File: config.mk
export PLATFORM = sky130hd
export DESIGN_NAME = cxu_li_responder
export DESIGN_NICKNAME = d
export VERILOG_FILES = /design/src/rtl/cxu_li_responder.sv
export SDC_FILE = /design/constraint.sdc
export NUM_CORES = 1
export LEC_CHECK = 0
export ABC_AREA = 1
export BUFFER_PORTS_ARGS = -buffer_cell sky130_fd_sc_hd__buf_2
export CAP_MARGIN = 20
export CORE_MARGIN = 4
export CORE_UTILIZATION = 46
export DETAILED_ROUTE_END_ITERATION = 10
export HOLD_SLACK_MARGIN = 0.03
export PLACE_DENSITY_LB_ADDON = 0.15
export SYNTH_ARGS = -nofsm -noshare
export SYNTH_HDL_FRONTEND = slang
export SYNTH_SLANG_ARGS = --single-unit
File: constraint.sdc
create_clock -name clk -period 5.6 [get_ports clk]
set_input_delay 0.84 -clock clk [delete_from_list [all_inputs] [get_ports clk]]
set_output_delay 0.84 -clock clk [all_outputs]
set_load 0.03 [all_outputs]
File: src/rtl/cxu_li_responder.sv
// -----------------------------------------------------------------------------
// cxu_li_responder
//
// This is the responder end of the CXU-LI link. It takes one flow-controlled
// request, computes a result and returns it as a flow-controlled response.
//
// Functions selected by req_func_id:
//   0 = add  (data0 + data1, wraps)
//   1 = sub  (data0 - data1, wraps)
//   2 = popcount(data0), zero-extended
//   3 = mul-low, computed over CXU_DATA_W cycles by an iterative shift-add
//   Any other id returns ERROR status with zero data.
//
// Ports:
//   clk           rising-edge clock
//   rst_n         asynchronous active-low reset
//   req_valid     request valid (initiator -> responder)
//   req_ready     responder can accept a request
//   req_func_id   function selector, CXU_FUNC_ID_W bits
//   req_data0     operand A
//   req_data1     operand B
//   resp_valid    response valid (responder -> initiator)
//   resp_ready    initiator accepts the response
//   resp_status   0 = OK, 1 = ERROR
//   resp_data     result
//
// Only one request is in flight at a time. The response register holds the
// result until it is taken, so initiator backpressure never stalls the
// arithmetic mid-operation.
// -----------------------------------------------------------------------------
module cxu_li_responder #(
    parameter int CXU_FUNC_ID_W = 10,
    parameter int CXU_DATA_W    = 32,
    parameter int CXU_STATUS_W  = 1
) (
    input  logic                     clk,
    input  logic                     rst_n,
    input  logic                     req_valid,
    output logic                     req_ready,
    input  logic [CXU_FUNC_ID_W-1:0] req_func_id,
    input  logic [CXU_DATA_W-1:0]    req_data0,
    input  logic [CXU_DATA_W-1:0]    req_data1,
    output logic                     resp_valid,
    input  logic                     resp_ready,
    output logic [CXU_STATUS_W-1:0]  resp_status,
    output logic [CXU_DATA_W-1:0]    resp_data
);

    localparam int CNT_W = $clog2(CXU_DATA_W + 1);

    typedef enum logic {
        IDLE = 1'b0,
        BUSY = 1'b1
    } state_t;

    state_t                  state_reg;
    state_t                  state_next;

    logic [CXU_DATA_W-1:0]   mul_a_reg;
    logic [CXU_DATA_W-1:0]   mul_b_reg;
    logic [CXU_DATA_W-1:0]   acc_reg;
    logic [CNT_W-1:0]        cnt_reg;

    logic                    req_hs;
    logic                    resp_hs;
    logic                    mul_done;

    logic [CXU_DATA_W-1:0]   pop_count;
    logic [CXU_DATA_W-1:0]   op_data;
    logic [CXU_STATUS_W-1:0] op_status;

    logic                    load_resp;
    logic [CXU_DATA_W-1:0]   load_data;
    logic [CXU_STATUS_W-1:0] load_status;
    logic                    start_mul;

    // The response slot is free when it is empty or is being emptied this
    // cycle. This lets a new request load in the same cycle the old response
    // retires. rst_n gates the signal so that req_ready stays low during reset.
    assign req_ready = rst_n && (state_reg == IDLE) && (!resp_valid || resp_ready);
    assign req_hs    = req_valid && req_ready;
    assign resp_hs   = resp_valid && resp_ready;
    assign mul_done  = (cnt_reg == CNT_W'(CXU_DATA_W));

    // Single-cycle result datapath
    always_comb begin
        pop_count = '0;
        for (int i = 0; i < CXU_DATA_W; i++) begin
            pop_count = pop_count + CXU_DATA_W'(req_data0[i]);
        end

        op_data   = '0;
        op_status = '0;
        if (req_func_id == CXU_FUNC_ID_W'(0)) begin
            op_data = req_data0 + req_data1;
        end else if (req_func_id == CXU_FUNC_ID_W'(1)) begin
            op_data = req_data0 - req_data1;
        end else if (req_func_id == CXU_FUNC_ID_W'(2)) begin
            op_data = pop_count;
        end else begin
            // An invalid id reports ERROR with zero data. Function 3 never
            // takes this path because the FSM sends it to BUSY.
            op_status = CXU_STATUS_W'(1);
        end
    end

    // FSM next state and load controls
    always_comb begin
        state_next  = state_reg;
        load_resp   = 1'b0;
        load_data   = '0;
        load_status = '0;
        start_mul   = 1'b0;

        case (state_reg)
            IDLE: begin
                if (req_hs) begin
                    if (req_func_id == CXU_FUNC_ID_W'(3)) begin
                        start_mul  = 1'b1;
                        state_next = BUSY;
                    end else begin
                        load_resp   = 1'b1;
                        load_data   = op_data;
                        load_status = op_status;
                    end
                end
            end
            BUSY: begin
                // The response slot is always empty while in BUSY, because
                // the request was only accepted when the slot was freeing.
                // The product can therefore load without checking resp_ready.
                if (mul_done) begin
                    load_resp   = 1'b1;
                    load_data   = acc_reg;
                    load_status = '0;
                    state_next  = IDLE;
                end
            end
            default: begin
                state_next = IDLE;
            end
        endcase
    end

    always_ff @(posedge clk or negedge rst_n) begin
        if (!rst_n) begin
            state_reg <= IDLE;
        end else begin
            state_reg <= state_next;
        end
    end

    // Iterative shift-add multiplier. Each BUSY cycle performs one step. After
    // CXU_DATA_W steps, the next cycle loads the product into the response.
    // The response therefore appears CXU_DATA_W+1 cycles after acceptance.
    always_ff @(posedge clk or negedge rst_n) begin
        if (!rst_n) begin
            mul_a_reg <= '0;
            mul_b_reg <= '0;
            acc_reg   <= '0;
            cnt_reg   <= '0;
        end else if (start_mul) begin
            mul_a_reg <= req_data0;
            mul_b_reg <= req_data1;
            acc_reg   <= '0;
            cnt_reg   <= '0;
        end else if ((state_reg == BUSY) && !mul_done) begin
            if (mul_b_reg[0]) begin
                acc_reg <= acc_reg + mul_a_reg;
            end
            mul_a_reg <= mul_a_reg << 1;
            mul_b_reg <= mul_b_reg >> 1;
            cnt_reg   <= cnt_reg + CNT_W'(1);
        end
    end

    // Response register. A load takes priority over a retire, so a response
    // that retires and reloads at the same edge keeps resp_valid high.
    always_ff @(posedge clk or negedge rst_n) begin
        if (!rst_n) begin
            resp_valid  <= 1'b0;
            resp_data   <= '0;
            resp_status <= '0;
        end else if (load_resp) begin
            resp_valid  <= 1'b1;
            resp_data   <= load_data;
            resp_status <= load_status;
        end else if (resp_hs) begin
            resp_valid  <= 1'b0;
        end
    end

endmodule
* Word level (Yosys, flattened, before mapping)
Index checks and enable logic that the tools add are counted.
Word-level totals: output and inout port bits 35, register bits 137, input bits 78, word-level logic and storage cells 94
Cells by class: bitwise gates (word level) 1, multiplexer cells 33, eq/ne operators 4, add/subtract/negate cells 35, reductions and logical operators 13
Operators with widths (count):
- two-way mux 32 bit | 13
- adder 32 bit | 2
- case mux 32 bit (2 select lines) | 1
- adder 31 x 1 -> 32 bit | 1
- subtractor 32 bit | 1
- adder 30 x 1 -> 31 bit | 1
- adder 29 x 1 -> 30 bit | 1
- adder 28 x 1 -> 29 bit | 1
- adder 27 x 1 -> 28 bit | 1
- adder 26 x 1 -> 27 bit | 1
- adder 25 x 1 -> 26 bit | 1
- adder 24 x 1 -> 25 bit | 1
- adder 23 x 1 -> 24 bit | 1
- adder 22 x 1 -> 23 bit | 1
- adder 21 x 1 -> 22 bit | 1
- adder 20 x 1 -> 21 bit | 1
- adder 19 x 1 -> 20 bit | 1
- equality test 10 x 2 -> 1 bit, second input constant | 2
- adder 18 x 1 -> 19 bit | 1
- adder 17 x 1 -> 18 bit | 1
- adder 16 x 1 -> 17 bit | 1
- adder 15 x 1 -> 16 bit | 1
- adder 14 x 1 -> 15 bit | 1
- adder 13 x 1 -> 14 bit | 1
- other kinds (25) | 48

* Longest topological paths before layout
depth in word-level cells 37, depth in mapped cells 19, gate-level depth less buffers 19

* Least setup slack after synthesis
No wires, ideal clock.
path kind input to register, start point in req_data0[0], end point reg resp_data[4], arrival 4.976 ns, setup slack 0.499 ns, buffers on the path 0, stages on the path 16, data required time 5.476 ns, path through inv_1 -> fa_1 -> fa_1 -> fa_1 -> fa_1 -> fa_1 -> fa_1 -> inv_1 -> ha_1 -> inv_1 -> fa_1 -> o21ai_0 -> xnor2_1 -> o221ai_1 -> nand2_1 -> nand3_1
On the way: longest elaborated chain between the ends 37, elaborated cells on any way between the ends 39, those cells by class 33 x add/sub; 6 x mux
Ends and longest elaborated chain:
- from (decl) | RTL line 41 | input logic [CXU_DATA_W-1:0] req_data0,
- adder 1 x 1 -> 2 bit | RTL line 89 | pop_count = pop_count + CXU_DATA_W'(req_data0[i]);
- adder 2 x 1 -> 3 bit | RTL line 89
- adder 3 x 1 -> 4 bit | RTL line 89
- adder 4 x 1 -> 5 bit | RTL line 89
- adder 5 x 1 -> 6 bit | RTL line 89
- adder 6 x 1 -> 7 bit | RTL line 89
- adder 7 x 1 -> 8 bit | RTL line 89
- adder 8 x 1 -> 9 bit | RTL line 89
- (+21 left out)
- adder 30 x 1 -> 31 bit | RTL line 89
- adder 31 x 1 -> 32 bit | RTL line 89
- two-way mux 32 bit | RTL line 98 | end else if (req_func_id == CXU_FUNC_ID_W'(2)) begin
- two-way mux 32 bit | RTL line 96 | end else if (req_func_id == CXU_FUNC_ID_W'(1)) begin
- two-way mux 32 bit (*) | RTL line 94 | if (req_func_id == CXU_FUNC_ID_W'(0)) begin
- two-way mux 32 bit (*) | RTL line 118 | if (req_func_id == CXU_FUNC_ID_W'(3)) begin
- two-way mux 32 bit (*) | RTL line 117 | if (req_hs) begin
- case mux 32 bit (2 select lines) (*) | RTL line 115 | case (state_reg)
- to (signal assigned) | RTL line 186 | resp_data <= load_data;
- to (decl) | RTL line 46 | output logic [CXU_DATA_W-1:0] resp_data
Mark *: on every way between the ends. The rest lies on a longest branch, timed or not. A chain may end at the register's enable or synchronous reset.

* Worst setup path in the final report
start point in req_data0[3], end point reg resp_data[5]
On the way: longest elaborated chain between the ends 35, elaborated cells on any way between the ends 37, those cells by class 31 x add/sub; 6 x mux
Ends and longest elaborated chain (RTL line):
- adder 3 x 1 -> 4 bit | 89
- adder 4 x 1 -> 5 bit | 89
- adder 5 x 1 -> 6 bit | 89
- adder 6 x 1 -> 7 bit | 89
- adder 7 x 1 -> 8 bit | 89
- adder 8 x 1 -> 9 bit | 89
- adder 9 x 1 -> 10 bit | 89
- adder 10 x 1 -> 11 bit | 89
- (+19 left out)
- adder 30 x 1 -> 31 bit | 89
- adder 31 x 1 -> 32 bit | 89
- two-way mux 32 bit | 98
- two-way mux 32 bit | 96
- two-way mux 32 bit (*) | 94
- two-way mux 32 bit (*) | 118
- two-way mux 32 bit (*) | 117
- case mux 32 bit (2 select lines) (*) | 115
Marked as above.

==> parameters.txt <==
Parameter                              Value

Clocking
  CTS tree    yes
  Post_cts resized    0
  Post-CTS setup buffers    0
  Clock tree sinks    137
  Clock network latency to the later pin of the worst-skew pair    between 400 and 500 ps
  Largest buffer count on any clock path    2
  Worst-path clk slew    70 ps
  CTS buffer count    17
  Number of buffers added to fix hold violations after cts    0
  Htree depth    4
  Library cell used as clock root buffer    sky130_fd_sc_hd__clkbuf_16

Detailed routing
  Wirelength per Cell    between 15 and 20 um
  Number of DRC violations after detailed-routing iteration 0    between 1000 and 1500
  Vias per cell    5.461
  Number of remaining DRC errors    0
  Wirelength, routed    52.45 mm
  Length of the first detailed-routing pass in iterations    6
  Remaining antenna violation count after routing    0
  Count of vias placed by the detailed router    about 15000

STA
  Worst Skew    15.42 ps
  RSZ-0062 raised after global routing    false
  Count of pins over their slew limit    0
  Max frequency    0.1936 GHz
  Transition time at the pin with the least slew margin    about 1000 ps
  Portion of the clock cycle consumed by the worst path in the final layout    between 90% and 100%
  Hold Worst Slack    279.1 ps
  Worst slew margin relative to its limit    32.90%
  Final setup violation count    0
  Tmin final    slightly above 5000 ps
  Final Hold Violating Endpoints    0

Synthesis
  Sequential share of the synthesized area    about 24%
  YS warnings    0
  Post-synthesis average cell area    around 6.3 um2
  Post-synthesis cell count    between 2000 and 2500
  Most used flip-flop cell after synthesis    sky130_fd_sc_hd__dfrtp_1
  Flop and latch count out of synthesis    137
  Syn Nets    about 2400
  Synthesized area    roughly 14000 um2
  Async set-reset flop share out of synthesis    100.0%
  Synth cell types    48
  Number of enable flip-flop cells after synthesis    0

Finish
  Count of antenna diodes in the layout    0
  Layout Area Growth over Synthesis    9.907%
  Nets@finish    2528
  Layout cell share with drive strength beyond 1    between 8 and 9%
  Share of the core filled with cells in the final layout    about half
  Most used cells in the layout excluding fill and tap cells    sky130_fd_sc_hd__nand2_1, sky130_fd_sc_hd__inv_1, sky130_fd_sc_hd__nor2_1
  Leading cell type in the layout, fill and taps excluded    sky130_fd_sc_hd__nand2_1

Floorplan
  Effective utilization at floorplan    around 47%
  Die outline height    182.6 um
  Horizontal die dimension    182.6 um
  Placeable core region    around 30000 um2
  Top-level port count    113
  Core Rows    63
  Area enclosed by the die boundary    ~33000 um2

Power
  Static Leakage    about 8.7 nW
  Int Power    0.002598 W
  Proportion of power drawn by flip-flops and latches    around 28%
  Power density over the cells    ~320 nW/um2
  Max IR drop VDD    0.0003894 V
  Clock group share of total power    23.4%
  Net switching power figure    approximately 0.0023 W
  Switching power share of the total    a little under half
  Share of power burned in combinational logic    around half

Worst setup path
  Required time of the worst setup path    between 5000 and 6000 ps
  Ordered cell list for the critical path    buf_2, inv_1, fa_1, fa_1, inv_1, fa_1, fa_1, fa_1, inv_1, fa_1, inv_1, ha_1, nand2_1, nand2_1, a21oi_1, nor2_1, o211ai_1, o211ai_1, nand2_1, o211ai_1
  CP peak stage delay    slightly above 600 ps
  Startpoint type of the worst setup path    input pin
  Worst Path Class, Setup    in -> reg
  Buffer and inverter count on the worst path    5
  Endpoint class of the critical path    flip-flop
  Top Family by Delay on Critical Path    adder cells
  Cell repeated most along the worst path    sky130_fd_sc_hd__fa_1
  Slowest CP cell    sky130_fd_sc_hd__fa_1
  CP arrival    5460 ps
  Worst-path fanout max    3

Place
  Detailed Place HPWL    41.92 mm
  Count of buffers inserted at the top-level ports    about 110
  Routability congestion estimate    around 0.96

Global routing
  Number of antenna violations at the first check in global routing    0
  Global-route wire length before repair    around 80 mm
  Global-route total usage across every layer    between 30% and 40%
  Overflow left after global routing    0
  Maximum number of pins on one net before global-route repair    approximately 70
  Vias in the first global route    approximately 14000

Min path
  Class of the most critical hold timing path    in -> async

Run
  Max-capacitance violation count    0

Run status
  Outcome    finished clean
-- path summary, 6_finish.rpt --
| kind | startpoint | endpoint | slack (ps) | cells past startpoint |
|---|---|---|---|---|
| setup / recovery | req_data0[3] | resp_data[5]$_DFFE_PN0P_ | 440 | 20 |
| hold / removal | rst_n | resp_data[21]$_DFFE_PN0P_ | 280 | 1 |
| setup reg to reg | resp_valid$_DFFE_PN0P_ | mul_a_reg[3]$_DFFE_PN0P_ | 2250 | 8 |
| hold reg to reg | mul_b_reg[1]$_DFFE_PN0P_ | mul_b_reg[1]$_DFFE_PN0P_ | 500 | 2 |
| max in group asynchronous | rst_n | acc_reg[28]$_DFFE_PN0P_ | 3460 | 3 |
| min in group clk | mul_b_reg[1]$_DFFE_PN0P_ | mul_b_reg[1]$_DFFE_PN0P_ | 500 | 2 |
-- power by group through the flow --
stage	Combinational, W	Clock, W	Sequential (W)
after floorplan	0.00155	0	0.00150
after global placement	0.00237	0	0.00137
after detailed placement	0.00240	0	0.00137
after CTS	0.00242	0.00118	0.00136
after global routing	0.00272	0.00122	0.00138
final	0.00243	0.00116	0.00136
-- per-layer routing --
metal	up-vias	part of all wire [%]	track usage [%]
met5	-	0	0
li1	7217	-	-
met4	0	2.6	9.307
met3	70	7.2	4.365
met1	6972	46	44.53
met2	616	44	49.46
-- cells by family (layout without fill, tap and decap cells) --
| logic type | count (synthesis) | after routing | synth area share (%) |
|---|---|---|---|
| and+or+nand+nor | 1080 | 1080 | 32.05 |
| buffers and inverters | 490 | 584 | 14.05 |
| AOI/OAI and AO/OA | 386 | 386 | 15.36 |
| DFF | 137 | 137 | 24.46 |
| adders and majority gates | 129 | 129 | 12.96 |
| xor gates and xnor gates | 18 | 18 | 1.125 |
-- layout make-up --
| class | count | area, um2 |
|---|---|---|
| multi-input cells | 1613 | 8621 |
| repair buffers | 131 | 709.4 |
| clock buffers | 19 | 442.9 |
| well taps | 390 | 488.0 |
| clock inverters | 13 | 135.1 |
| inverters | 421 | 1583 |
| fillers | 3171 | 14470 |
| flip-flops and latches | 137 | 3428 |
-- cells in the mapped netlist, types with 27 or more instances --
cell type,instances,area share [%]
sky130_fd_sc_hd__buf_2,36,1.3
sky130_fd_sc_hd__nand2_1,679,18
sky130_fd_sc_hd__fa_1,27,3.9
sky130_fd_sc_hd__o21ai_1,63,2.2
sky130_fd_sc_hd__inv_1,413,11
sky130_fd_sc_hd__o21ai_0,133,4.7
sky130_fd_sc_hd__dfrtp_1,137,24
sky130_fd_sc_hd__nor2_1,179,4.8
sky130_fd_sc_hd__ha_1,102,9.1
sky130_fd_sc_hd__a22oi_1,29,1.6
sky130_fd_sc_hd__a21oi_1,103,3.7
sky130_fd_sc_hd__nand3_1,150,5.4
-- per-stage QoR --
| step | instances | TNS [ps] | cell area, um2 | setup WS [ps] | power, W |
|---|---|---|---|---|---|
| 2_1_floorplan | 2240 | 0 | 14020 | 499.3 | 0.003045 |
| 3_3_place_gp | 2692 | 0 | 14830 | 56.06 | 0.003736 |
| 3_5_place_dp | 2692 | -12.38 | 14830 | -12.38 | 0.003766 |
| 4_1_cts | 2724 | 0 | 15410 | 447.0 | 0.004948 |
| 5_1_grt | 2724 | 0 | 15410 | 125.6 | 0.005317 |
| 6_report | 2724 | 0 | 15410 | 435.8 | 0.004945 |
Note: power is estimated with default switching activity, not from simulation.
